===== src/rtl/alu_issue.sv =====
// alu_issue: two-entry in-order operand buffer between register read and the ALU.
// Define ALU_ISSUE_FORWARD_EN to snoop the writeback bus into captured and resident operands.
`ifndef WIDTH
`define WIDTH 32
`endif

module alu_issue (
   input  logic              clk,
   input  logic              rst,
   input  logic              in_valid,
   output logic              in_ready,
   input  logic [4:0]        in_opcode,
   input  logic [4:0]        in_ra,
   input  logic [4:0]        in_rb,
   input  logic [`WIDTH-1:0] in_a,
   input  logic [`WIDTH-1:0] in_b,
   input  logic [4:0]        in_rd,
   input  logic              wb_valid,
   input  logic [4:0]        wb_rd,
   input  logic [`WIDTH-1:0] wb_data,
   output logic              out_valid,
   input  logic              out_ready,
   output logic [4:0]        out_opcode,
   output logic [`WIDTH-1:0] out_a,
   output logic [`WIDTH-1:0] out_b,
   output logic [4:0]        out_rd
);

   localparam int unsigned W = `WIDTH;

   typedef enum logic [1:0] {
      st_empty = 2'd0,
      st_one   = 2'd1,
      st_full  = 2'd2
   } state_t;

   state_t        state_q;
   logic          wr_ptr_q;
   logic          rd_ptr_q;
   logic [4:0]    op_q [2];
   logic [W-1:0]  a_q  [2];
   logic [W-1:0]  b_q  [2];
   logic [4:0]    rd_q [2];

   logic          push;
   logic          pop;
   logic [W-1:0]  cap_a;
   logic [W-1:0]  cap_b;

   // Handshakes depend only on registered occupancy; rst forces in_ready low while held.
   assign out_valid = (state_q != st_empty);
   assign in_ready  = !rst && (state_q != st_full);
   assign push      = in_valid && in_ready;
   assign pop       = out_valid && out_ready;

`ifdef ALU_ISSUE_FORWARD_EN
   logic [4:0]    ra_q [2];
   logic [4:0]    rb_q [2];
   logic [1:0]    live;
   logic          wb_live;

   assign wb_live = wb_valid && (wb_rd != 5'd0);
   assign cap_a   = (wb_live && (wb_rd == in_ra)) ? wb_data : in_a;
   assign cap_b   = (wb_live && (wb_rd == in_rb)) ? wb_data : in_b;

   always_comb begin
      live = 2'b00;
      case (state_q)
         st_one:  live[rd_ptr_q] = 1'b1;
         st_full: live = 2'b11;
         default: live = 2'b00;
      endcase
   end
`else
   logic unused_wb;
   assign unused_wb = ^{wb_valid, wb_rd, wb_data, in_ra, in_rb};
   assign cap_a     = in_a;
   assign cap_b     = in_b;
`endif

   always_ff @(posedge clk or posedge rst) begin
      if (rst) begin
         state_q  <= st_empty;
         wr_ptr_q <= 1'b0;
         rd_ptr_q <= 1'b0;
         for (int i = 0; i < 2; i++) begin
            op_q[i] <= '0;
            a_q[i]  <= '0;
            b_q[i]  <= '0;
            rd_q[i] <= '0;
`ifdef ALU_ISSUE_FORWARD_EN
            ra_q[i] <= '0;
            rb_q[i] <= '0;
`endif
         end
      end else begin
         case (state_q)
            st_empty: if (push) state_q <= st_one;
            st_one: begin
               if (push && !pop)      state_q <= st_full;
               else if (pop && !push) state_q <= st_empty;
            end
            st_full:  if (pop) state_q <= st_one;
            default:  state_q <= st_empty;
         endcase

`ifdef ALU_ISSUE_FORWARD_EN
         // The entry leaving this cycle has already been consumed; skip its update.
         for (int i = 0; i < 2; i++) begin
            if (live[i] && !(pop && (rd_ptr_q == 1'(i))) && wb_live) begin
               if (ra_q[i] == wb_rd) a_q[i] <= wb_data;
               if (rb_q[i] == wb_rd) b_q[i] <= wb_data;
            end
         end
`endif

         if (push) begin
            op_q[wr_ptr_q] <= in_opcode;
            a_q[wr_ptr_q]  <= cap_a;
            b_q[wr_ptr_q]  <= cap_b;
            rd_q[wr_ptr_q] <= in_rd;
`ifdef ALU_ISSUE_FORWARD_EN
            ra_q[wr_ptr_q] <= in_ra;
            rb_q[wr_ptr_q] <= in_rb;
`endif
            wr_ptr_q <= ~wr_ptr_q;
         end
         if (pop) rd_ptr_q <= ~rd_ptr_q;
      end
   end

   assign out_opcode = out_valid ? op_q[rd_ptr_q] : '0;
   assign out_a      = out_valid ? a_q[rd_ptr_q]  : '0;
   assign out_b      = out_valid ? b_q[rd_ptr_q]  : '0;
   assign out_rd     = out_valid ? rd_q[rd_ptr_q] : '0;

endmodule


===== config.mk =====
export PLATFORM = sky130hd
export DESIGN_NAME = alu_issue
export DESIGN_NICKNAME = d
export VERILOG_FILES = /design/src/rtl/alu_issue.sv
export SDC_FILE = /design/constraint.sdc
export NUM_CORES = 1
export LEC_CHECK = 0
export ABC_AREA = 1
export CORE_UTILIZATION = 50
export CTS_CLUSTER_SIZE = 20
export DETAILED_ROUTE_END_ITERATION = 7
export GPL_ROUTABILITY_DRIVEN = 1
export PLACE_DENSITY_LB_ADDON = 0.15
export SYNTH_ARGS = -nofsm -noshare
export SYNTH_HDL_FRONTEND = slang
export SYNTH_SLANG_ARGS = --single-unit

===== constraint.sdc =====
create_clock -name clk -period 9.6 [get_ports clk]
set_input_delay 1.92 -clock clk [delete_from_list [all_inputs] [get_ports clk]]
set_output_delay 1.92 -clock clk [all_outputs]
set_load 0.1 [all_outputs]

==> results of run 1 <==
## cells by family (layout without fill, tap and decap cells)
logic type,Yosys count,count (layout),synth area share
AOI/OAI and AO/OA,77,77,0.0814
buffers and inverters,96,202,0.0739
DFF,152,152,0.496
and+or+nand+nor,608,608,0.348
xor gates and xnor gates,1,1,0.00114
## power breakdown
| part | internal, mW | total [mW] | switching, mW | leakage (nW) |
|---|---|---|---|---|
| Clock | 0.386 | 0.629 | 0.243 | 0.272 |
| Sequential | 0.862 | 0.984 | 0.122 | 1.89 |
| Combinational | 0.378 | 1.55 | 1.17 | 2.27 |
## synthesized netlist by cell type (all sizes together)
cell type	count
nand4	150
inv	7
xor2	1
nand2	455
a21oi	76
buf	51
a21boi	1
clkbuf	38
nand3	3
dfrtp	152
## worst register-to-register path, cell delays in order (launching register included)
cell and delay, ns:
dfrtp_2 0.71, buf_4 0.65, inv_2 0.08, buf_4 0.41, nand4_1 0.29, nand2_1 0.08
## per-stage QoR
step           instances  setup slack, ns
2_1_floorplan        934             3.35
3_3_place_gp        1195             3.21
3_5_place_dp        1195             3.20
4_1_cts             1224             3.21
5_1_grt             1224             3.10
6_report            1224             3.23
## per-layer routing
metal	routed length, um	track usage	vias up
li1	-	-	3311
met5	0	0	-
met3	1400	0.0531	24
met2	9480	0.426	254
met4	323	0.0858	0
met1	9010	0.366	3340
## layout make-up
class,count,area (sq um),area share
clock buffer,26,509,0.0533
clock inverter,3,40.0,0.00419
inverter,7,33.8,0.00354
multi-input combinational,686,3300,0.346
sequential,152,3810,0.399
tap,184,230,0.0241
timing repair buffer,166,1630,0.170
## sequential cells by signal, summed over array words and instances, names as in the netlist
| register | flops |
|---|---|
| a_q | 64 |
| b_q | 64 |
| state_q | 2 |
| wr_ptr_q | 1 |
| rd_ptr_q | 1 |
| rd_q | 10 |
| op_q | 10 |
## path summary, 6_finish.rpt
check                      startpoint        to  slack (ns)  cells after the start
setup / recovery                  rst  in_ready        3.23                      4
hold / removal                b_q[11]   b_q[11]        0.48                      2
setup reg to reg             wr_ptr_q   rd_q[9]        7.26                      5
hold reg to reg               b_q[11]   b_q[11]        0.48                      2
max in group asynchronous         rst   b_q[37]        6.03                      3
min in group asynchronous         rst   b_q[29]        2.05                      2
==> impl_metrics.csv, run 1 <==
group,metric,value,unit
sta,drv_slew,0,
route,drc,0,
critical_path,crit_path_start_kind,"input port",
place,placed_area,9000,sq um
place,routabilityCongestion,0.725,
route,routed_via_density,5.66,
die,die_height,126,um
synth,syn_inst,934,
synth,syn_nets,1060,
place,portBuffers,153,
clocking,clk_pin_slew,0.06,ns
critical_path,worstSetupPathType,"input port to output pin",
synth,seq_area_frac_synth,0.496,
sta,setup_viol,0,
synth,synth_largest_area_cell,"dfrtp_1",
grt,track_usage,0.266,
clocking,ctsHoldBuffers,0,
sta,worst_pin_slew,1.03,ns
clocking,cts_setup_buffers,0,
synth,synth_area_leaders,"dfrtp_1, nand2_1, nand4_1, a21oi_2, buf_6",
critical_path,crit_path_cell_trace,"clkdlybuf4s50_1 -> a21oi_4 -> buf_4 -> clkdlybuf4s50_1",
worst_hold_path,hold_path.class,"flop to flop",
clocking,numCtsBuffers,17,
die,core_area,14800,sq um
grt,antenna_found_initial,0,
place,dpl.hpwl,11000,um
cells_and_area,drive_above_1_share,0.105,
clocking,cts_tree,"built",
power,power.density,332,nW/um^2
die,die_area,15800,sq um
run,maxCapViolations,0,
sta,hold_viol,0,
cells_and_area,final_core_util,0.647,
route,num_vias,6929,
die,fp.dieW,126,um
route,postRouteAntennaNets,0,
synth,syn_area_per_cell,8.21,sq um
sta,setup_tns,0,ns
clocking,clock_path_buffers,2,
clocking,clock_latency,0.42,ns
cells_and_area,fillers,1276,
synth,ys_ff_latch,152,
critical_path,cp.arrival,4.45,ns
cells_and_area,final_cell_mix,"nand2_1, clkdlybuf4s50_1, nand4_1, dfrtp_1, a21oi_2",
cells_and_area,num_antenna_cells,0,
sta,rsz0062_at_grt,"false",
critical_path,critPathBufInv,3,
power,power,3.17,mW
synth,ys_types,16,
power,peakVddDrop,182,uV
grt,grt_overflow_total,0,
clocking,cts_num_sinks,152,
synth,ys.warnings.count,0,
route,drtPass1Iterations,5,
die,rows,44,
sta,fmax,157,MHz
grt,grt_pass1_vias,6599,
critical_path,worst_setup_path_end_kind,"output pin",
clocking,clk_root_buffer_cell,"clkbuf_16",
grt,grt_max_degree,83,
critical_path,path_delay_family,"buffers and inverters",
cells_and_area,design_area,9550,sq um
sta,finClkSkew,0.00606,ns
die,io_pins,202,
critical_path,crit_required,7.68,ns
sta,whs,0.476,ns
synth,syn_area,7670,sq um
sta,fin_crit,6.37,ns
route,drtIter0Drc,625,
outcome,status,"finished clean",
critical_path,worst_path_most_repeated_cell,"clkdlybuf4s50_1",
synth,synthDominantCellAreaShare,0.496,
cells_and_area,layout_commonest_cell,"nand2_1",
cells_and_area,syn_to_final_growth,24.4,%
cells_and_area,finalNetCount,1156,
sta,timing.final.crit_share,0.664,
critical_path,worst_path_largest_cell_delay,1.26,ns
clocking,ctsResizeCount,0,
critical_path,cp_slowest_cell,"clkdlybuf4s50_1",
power,leakagePower,4.43,nW
route,drt-wirelength-per-cell,16.5,um
grt,grt_pass1_wl,33500,um
clocking,htreeDepth,4,
route,wl,20200,um
critical_path,path_max_fanout,76,
die,start_util,0.520,
sta,relSlewSlack,0.313,
(Power assumes the default switching activity.)
==> run 2, diff against run 1 <==
--- a/config.mk
+++ b/config.mk
@@ -6,7 +6,7 @@
 export NUM_CORES = 1
 export LEC_CHECK = 0
 export ABC_AREA = 1
-export CORE_UTILIZATION = 50
+export CORE_UTILIZATION = 44
 export CTS_CLUSTER_SIZE = 20
 export DETAILED_ROUTE_END_ITERATION = 7
 export GPL_ROUTABILITY_DRIVEN = 1
==> constraint.sdc (replaced) <==
create_clock -name clk -period 5.55 [get_ports clk]
set_input_delay 1.11 -clock clk [delete_from_list [all_inputs] [get_ports clk]]
set_output_delay 1.11 -clock clk [all_outputs]
set_load 0.1 [all_outputs]
==> run 2 against run 1 <==
Against the previous run: critical path depth grew 2; total power up 80%; sequential power increased by 71%; first-iteration DRC count fell by 17%; critical endpoint is now out_a[10]; largest cell class unchanged; largest power group unchanged; highest routed layer unchanged.
==> impl_metrics.csv, run 2 (synthesis gave the netlist of run 1 again) <==
group,metric,value,unit
place,portBuffers,153,
critical_path,worst_path_largest_cell_delay,0.96,ns
clocking,htreeDepth,4,
grt,grt_pass1_vias,6430,
power,power.share.clock,0.226,
sta,setup_viol,0,
clocking,clock_path_buffers,2,
grt,track_usage,0.241,
sta,rsz0062_at_grt,"false",
critical_path,worst_setup_path_end_kind,"output pin",
route,drtIter0Drc,518,
die,die_height,134,um
grt,grt_pass1_wl,34000,um
cells_and_area,finalNetCount,1158,
critical_path,worstSetupPathType,"flop to output pin",
die,fp.dieW,134,um
power,seqPwrFrac,0.296,
outcome,status,"finished clean",
clocking,numCtsBuffers,17,
cells_and_area,final_cell_mix,"nand2_1, clkdlybuf4s50_1, nand4_1, dfrtp_1, a21oi_2",
grt,grt_max_degree,87,
sta,whs,0.478,ns
route,drc,0,
cells_and_area,fillers,1552,
cells_and_area,finalNonFillerCells,1265,
power,sw_frac_of_total,0.476,
clocking,cts_setup_buffers,0,
critical_path,path_delay_family,"buffers and inverters",
cells_and_area,reg.largest.list,"a_q (64), b_q (64)",
critical_path,crit_path_start_kind,"flop",
die,io_pins,202,
sta,finClkSkew,0.00691,ns
sta,drv_slew,0,
critical_path,crit_required,4.44,ns
sta,timing.final.crit_share,0.780,
route,drtPass1Iterations,5,
clocking,ctsHoldBuffers,0,
critical_path,cp.arrival,3.22,ns
critical_path,path_max_fanout,62,
clocking,cts_tree,"built",
critical_path,critPathBufInv,4,
die,core_area,16800,sq um
die,die_area,18000,sq um
route,wl,20800,um
critical_path,cp_slowest_cell,"clkdlybuf4s50_1",
power,power.switching,2.71,mW
sta,setup_tns,0,ns
cells_and_area,drive_above_1_share,0.111,
grt,grt_overflow_total,0,
route,routed_via_density,5.39,
place,dp_cells,1233,
sta,fmax,231,MHz
die,start_util,0.456,
power,peakVddDrop,275,uV
clocking,cts_num_sinks,152,
clocking,clock_latency,0.42,ns
sta,relSlewSlack,0.293,
power,power.density,585,nW/um^2
power,internal-power,2.98,mW
cells_and_area,num_antenna_cells,0,
sta,hold_viol,0,
run,maxCapViolations,0,
power,leakagePower,4.49,nW
die,rows,47,
route,num_vias,6824,
power,combPwrFrac,0.478,
clocking,clk_root_buffer_cell,"clkbuf_16",
grt,antenna_found_initial,0,
sta,worst_pin_slew,1.06,ns
cells_and_area,layout_commonest_cell,"nand2_1",
place,dpl.hpwl,11200,um
cells_and_area,syn_to_final_growth,26.7,%
clocking,clk_pin_slew,0.06,ns
clocking,ctsResizeCount,0,
route,postRouteAntennaNets,0,
sta,fin_crit,4.33,ns
cells_and_area,final_core_util,0.578,
worst_hold_path,hold_path.class,"flop to flop",
place,routabilityCongestion,0.725,
power,power,5.69,mW
critical_path,crit_path_cell_trace,"inv_2 -> nand2_4 -> inv_4 -> buf_4 -> a21oi_1 -> clkdlybuf4s50_1",
route,drt-wirelength-per-cell,16.5,um
run 2: through the flow:
stage	cell area (sq um)	worst slack (ns)
2_1_floorplan	7670	0.107
3_3_place_gp	9070	1.68
3_5_place_dp	9070	1.68
4_1_cts	9720	1.21
5_1_grt	9720	1.14
6_report	9720	1.22
run 2: metal layers:
layer,routed length [um],vias to the layer above,track usage,part of all wire
li1,-,3320,-,-
met1,9700,3304,0.341,0.47
met2,9610,173,0.367,0.46
met3,1130,27,0.0518,0.054
met4,388,0,0.0799,0.019
met5,0,-,0,0
run 2: power groups by stage:
stage	logic, mW	clock network, mW	registers [mW]
after CTS	2.74	1.30	1.68
after global placement	2.72	0	1.69
after detailed placement	2.73	0	1.70
final	2.72	1.28	1.68
after floorplan	2.20	0	1.66
after global routing	2.90	1.36	1.73
run 2: worst paths after layout:
path	start	to	slack (ns)	depth (start not counted)
setup / recovery	state_q[1]	out_a[10]	1.22	6
min in group asynchronous	rst	a_q[0]	1.48	3
setup reg to reg	state_q[1]	op_q[7]	3.19	5
hold reg to reg	b_q[6]	b_q[6]	0.48	2
hold / removal	b_q[6]	b_q[6]	0.48	2
max in group asynchronous	rst	rd_ptr_q	3.31	3
run 2: area by class of cell:
cell class / instances / area, sq um / share of cell area
flip-flops and latches: 152 / 3810 / 0.391
multi-input cells: 686 / 3300 / 0.340
repair buffers: 168 / 1650 / 0.170
clock buffers: 22 / 464 / 0.0477
well taps: 220 / 275 / 0.0283
clock inverters: 10 / 191 / 0.0197
inverters: 7 / 33.8 / 0.00347
run 2: worst reg2reg max path: stages, from the launching register on:
cell,delay (ns)
dfrtp_1,0.44
a21oi_4,0.20
buf_4,0.55
buf_4,0.79
nand4_1,0.23
nand2_1,0.10
==> run 3, diff against run 2 <==
--- a/config.mk
+++ b/config.mk
@@ -6,7 +6,7 @@
 export NUM_CORES = 1
 export LEC_CHECK = 0
 export ABC_AREA = 1
-export CORE_UTILIZATION = 44
+export CORE_UTILIZATION = 49
 export CTS_CLUSTER_SIZE = 20
 export DETAILED_ROUTE_END_ITERATION = 7
 export GPL_ROUTABILITY_DRIVEN = 1
==> constraint.sdc (replaced) <==
create_clock -name clk -period 4.2 [get_ports clk]
set_input_delay 0.84 -clock clk [delete_from_list [all_inputs] [get_ports clk]]
set_output_delay 0.84 -clock clk [all_outputs]
set_load 0.1 [all_outputs]
==> run 3 against run 2 <==
Against the previous run: final area is 2.0% lower; hold slack hardly changed; sequential power up 34%; clock skew decreased by 0.00081 ns; clock-buffer cell count decreased by 2; die area down 10%; global-route usage grew 2.0 points; non-clock buffer count grew 4; critical path type unchanged.
==> impl_metrics.csv, run 3 (synthesis gave the netlist of run 1 again) <==
group,metric,value,unit
clocking,cts_num_sinks,152,
cells_and_area,finalNetCount,1162,
route,drtIter0Drc,606,
critical_path,cp.arrival,2.31,ns
critical_path,path_max_fanout,39,
cells_and_area,drive_above_1_share,0.187,
sta,hold_viol,0,
critical_path,r2r_cells,5,
route,postRouteAntennaNets,0,
power,seqPwrFrac,0.306,
power,power.switching,3.57,mW
sta,rsz0062_at_grt,"false",
sta,finClkSkew,0.00609,ns
outcome,status,"finished clean",
critical_path,crit_path_cell_trace,"inv_2 -> nand2_4 -> inv_4 -> buf_4 -> a21oi_1 -> buf_4",
cells_and_area,finalNonFillerCells,1260,
critical_path,r2r_slack,2.18,ns
die,die_height,127,um
die,start_util,0.503,
clocking,numCtsBuffers,17,
power,internal-power,3.81,mW
critical_path,crit_required,3.36,ns
place,dpl.hpwl,11100,um
route,wl,20100,um
clocking,clock_path_buffers,2,
clocking,htreeDepth,4,
worst_hold_path,hold_path.class,"flop to flop",
critical_path,worst_path_most_repeated_cell,"buf_4",
grt,grt_overflow_total,0,
power,power.density,774,nW/um^2
critical_path,r2r_start,"wr_ptr_q",
clocking,ctsResizeCount,0,
place,portBuffers,153,
die,rows,45,
worst_hold_path,hold_depth,2,
power,leakagePower,4.62,nW
route,drt-wirelength-per-cell,16.0,um
grt,antenna_found_initial,0,
grt,grt_max_degree,149,
power,power.share.clock,0.221,
worst_hold_path,hold_path_end,"rd_q[3]",
sta,worst_pin_slew,1.01,ns
clocking,cts_tree,"built",
critical_path,crit_path_start_kind,"flop",
die,die_area,16200,sq um
critical_path,worstSetupPathType,"flop to output pin",
place,dp_cells,1228,
grt,track_usage,0.261,
place,routabilityCongestion,0.728,
clocking,clk_pin_slew,0.06,ns
critical_path,path_delay_family,"buffers and inverters",
cells_and_area,num_antenna_cells,0,
route,routed_via_density,5.43,
critical_path,worst_setup_path_end_kind,"output pin",
power,combPwrFrac,0.474,
critical_path,crit_cells,6,
sta,fmax,317,MHz
critical_path,cp_slowest_cell,"inv_4",
sta,whs,0.478,ns
cells_and_area,reg.largest.list,"a_q (64), b_q (64)",
die,fp.dieW,127,um
run,maxCapViolations,0,
clocking,ctsHoldBuffers,0,
sta,drv_slew,0,
route,num_vias,6842,
route,drtPass1Iterations,6,
cells_and_area,layout_commonest_cell,"nand2_1",
sta,relSlewSlack,0.322,
cells_and_area,final_cell_mix,"nand2_1, nand4_1, dfrtp_1, buf_4, clkdlybuf4s50_1",
die,io_pins,202,
clocking,clock_latency,0.42,ns
sta,setup_viol,0,
grt,grt_pass1_wl,33000,um
critical_path,rr_endpoint,"a_q[5]",
clocking,cts_setup_buffers,0,
critical_path,worst_path_largest_cell_delay,0.50,ns
cells_and_area,syn_to_final_growth,24.2,%
critical_path,critPathBufInv,4,
route,drc,0,
die,core_area,15300,sq um
clocking,clk_root_buffer_cell,"clkbuf_16",
cells_and_area,design_area,9530,sq um
place,placed_area,8900,sq um
power,peakVddDrop,418,uV
sta,timing.final.crit_share,0.750,
sta,setup_tns,0,ns
grt,grt_pass1_vias,6314,
power,sw_frac_of_total,0.484,
worst_hold_path,hp-start,"rd_q[3]",
sta,fin_crit,3.15,ns
-- run 3: cell count changes in the layout (fill, tap and decap cells not counted) --
cell / change
clkbuf_1: -2
clkinv_2: +3
buf_4: +78
clkinv_4: -1
clkinvlp_4: +3
clkdlybuf4s50_1: -74
bufinv_16: -1
inv_6: -2
-- run 3: area by class of cell --
| type | count | area (sq um) |
|---|---|---|
| fillers | 1347 | 5730 |
| inverters | 7 | 32.5 |
| repair buffers | 172 | 1500 |
| clock inverters | 12 | 174 |
| multi-input cells | 686 | 3300 |
| flip-flops and latches | 152 | 3810 |
| clock buffers | 20 | 457 |
| well taps | 211 | 264 |
-- run 3: metal layers --
| layer | global-route usage | wire length (um) | vias to the layer above |
|---|---|---|---|
| met4 | 0.0721 | 237 | 0 |
| met5 | 0 | 0 | - |
| li1 | - | - | 3331 |
| met2 | 0.396 | 9350 | 226 |
| met1 | 0.379 | 9240 | 3268 |
| met3 | 0.0553 | 1300 | 17 |
-- run 3: worst max-delay path by stage --
stage,startpoint,endpoint
after floorplan,rst,a_q[32]
after global placement,state_q[1],out_rd[2]
after detailed placement,state_q[1],out_rd[2]
after CTS,state_q[1],out_rd[2]
after global routing,state_q[1],out_rd[2]
final,state_q[1],out_rd[2]
-- run 3: power groups by stage --
stage	combinational [mW]	clock (mW)	sequential [mW]
CTS	3.51	1.64	2.25
global route	3.73	1.72	2.33
detailed placement	3.50	0	2.27
floorplan	2.91	0	2.19
global placement	3.48	0	2.26
finish	3.49	1.63	2.25
-- run 3: metrics by stage --
| step | setup WS (ns) | util | power [mW] |
|---|---|---|---|
| floorplan | 0.109 | - | 5.10 |
| global placement | 1.49 | 0.583 | 5.74 |
| detailed placement | 1.49 | 0.583 | 5.77 |
| CTS | 1.03 | 0.625 | 7.41 |
| global route | 0.935 | 0.625 | 7.77 |
| finish | 1.05 | 0.625 | 7.38 |
-- run 3: worst min-delay path, stage by stage, from the launching register on --
cell,delay [ns]
dfrtp_1,0.34
nand2_1,0.05
nand2_1,0.05
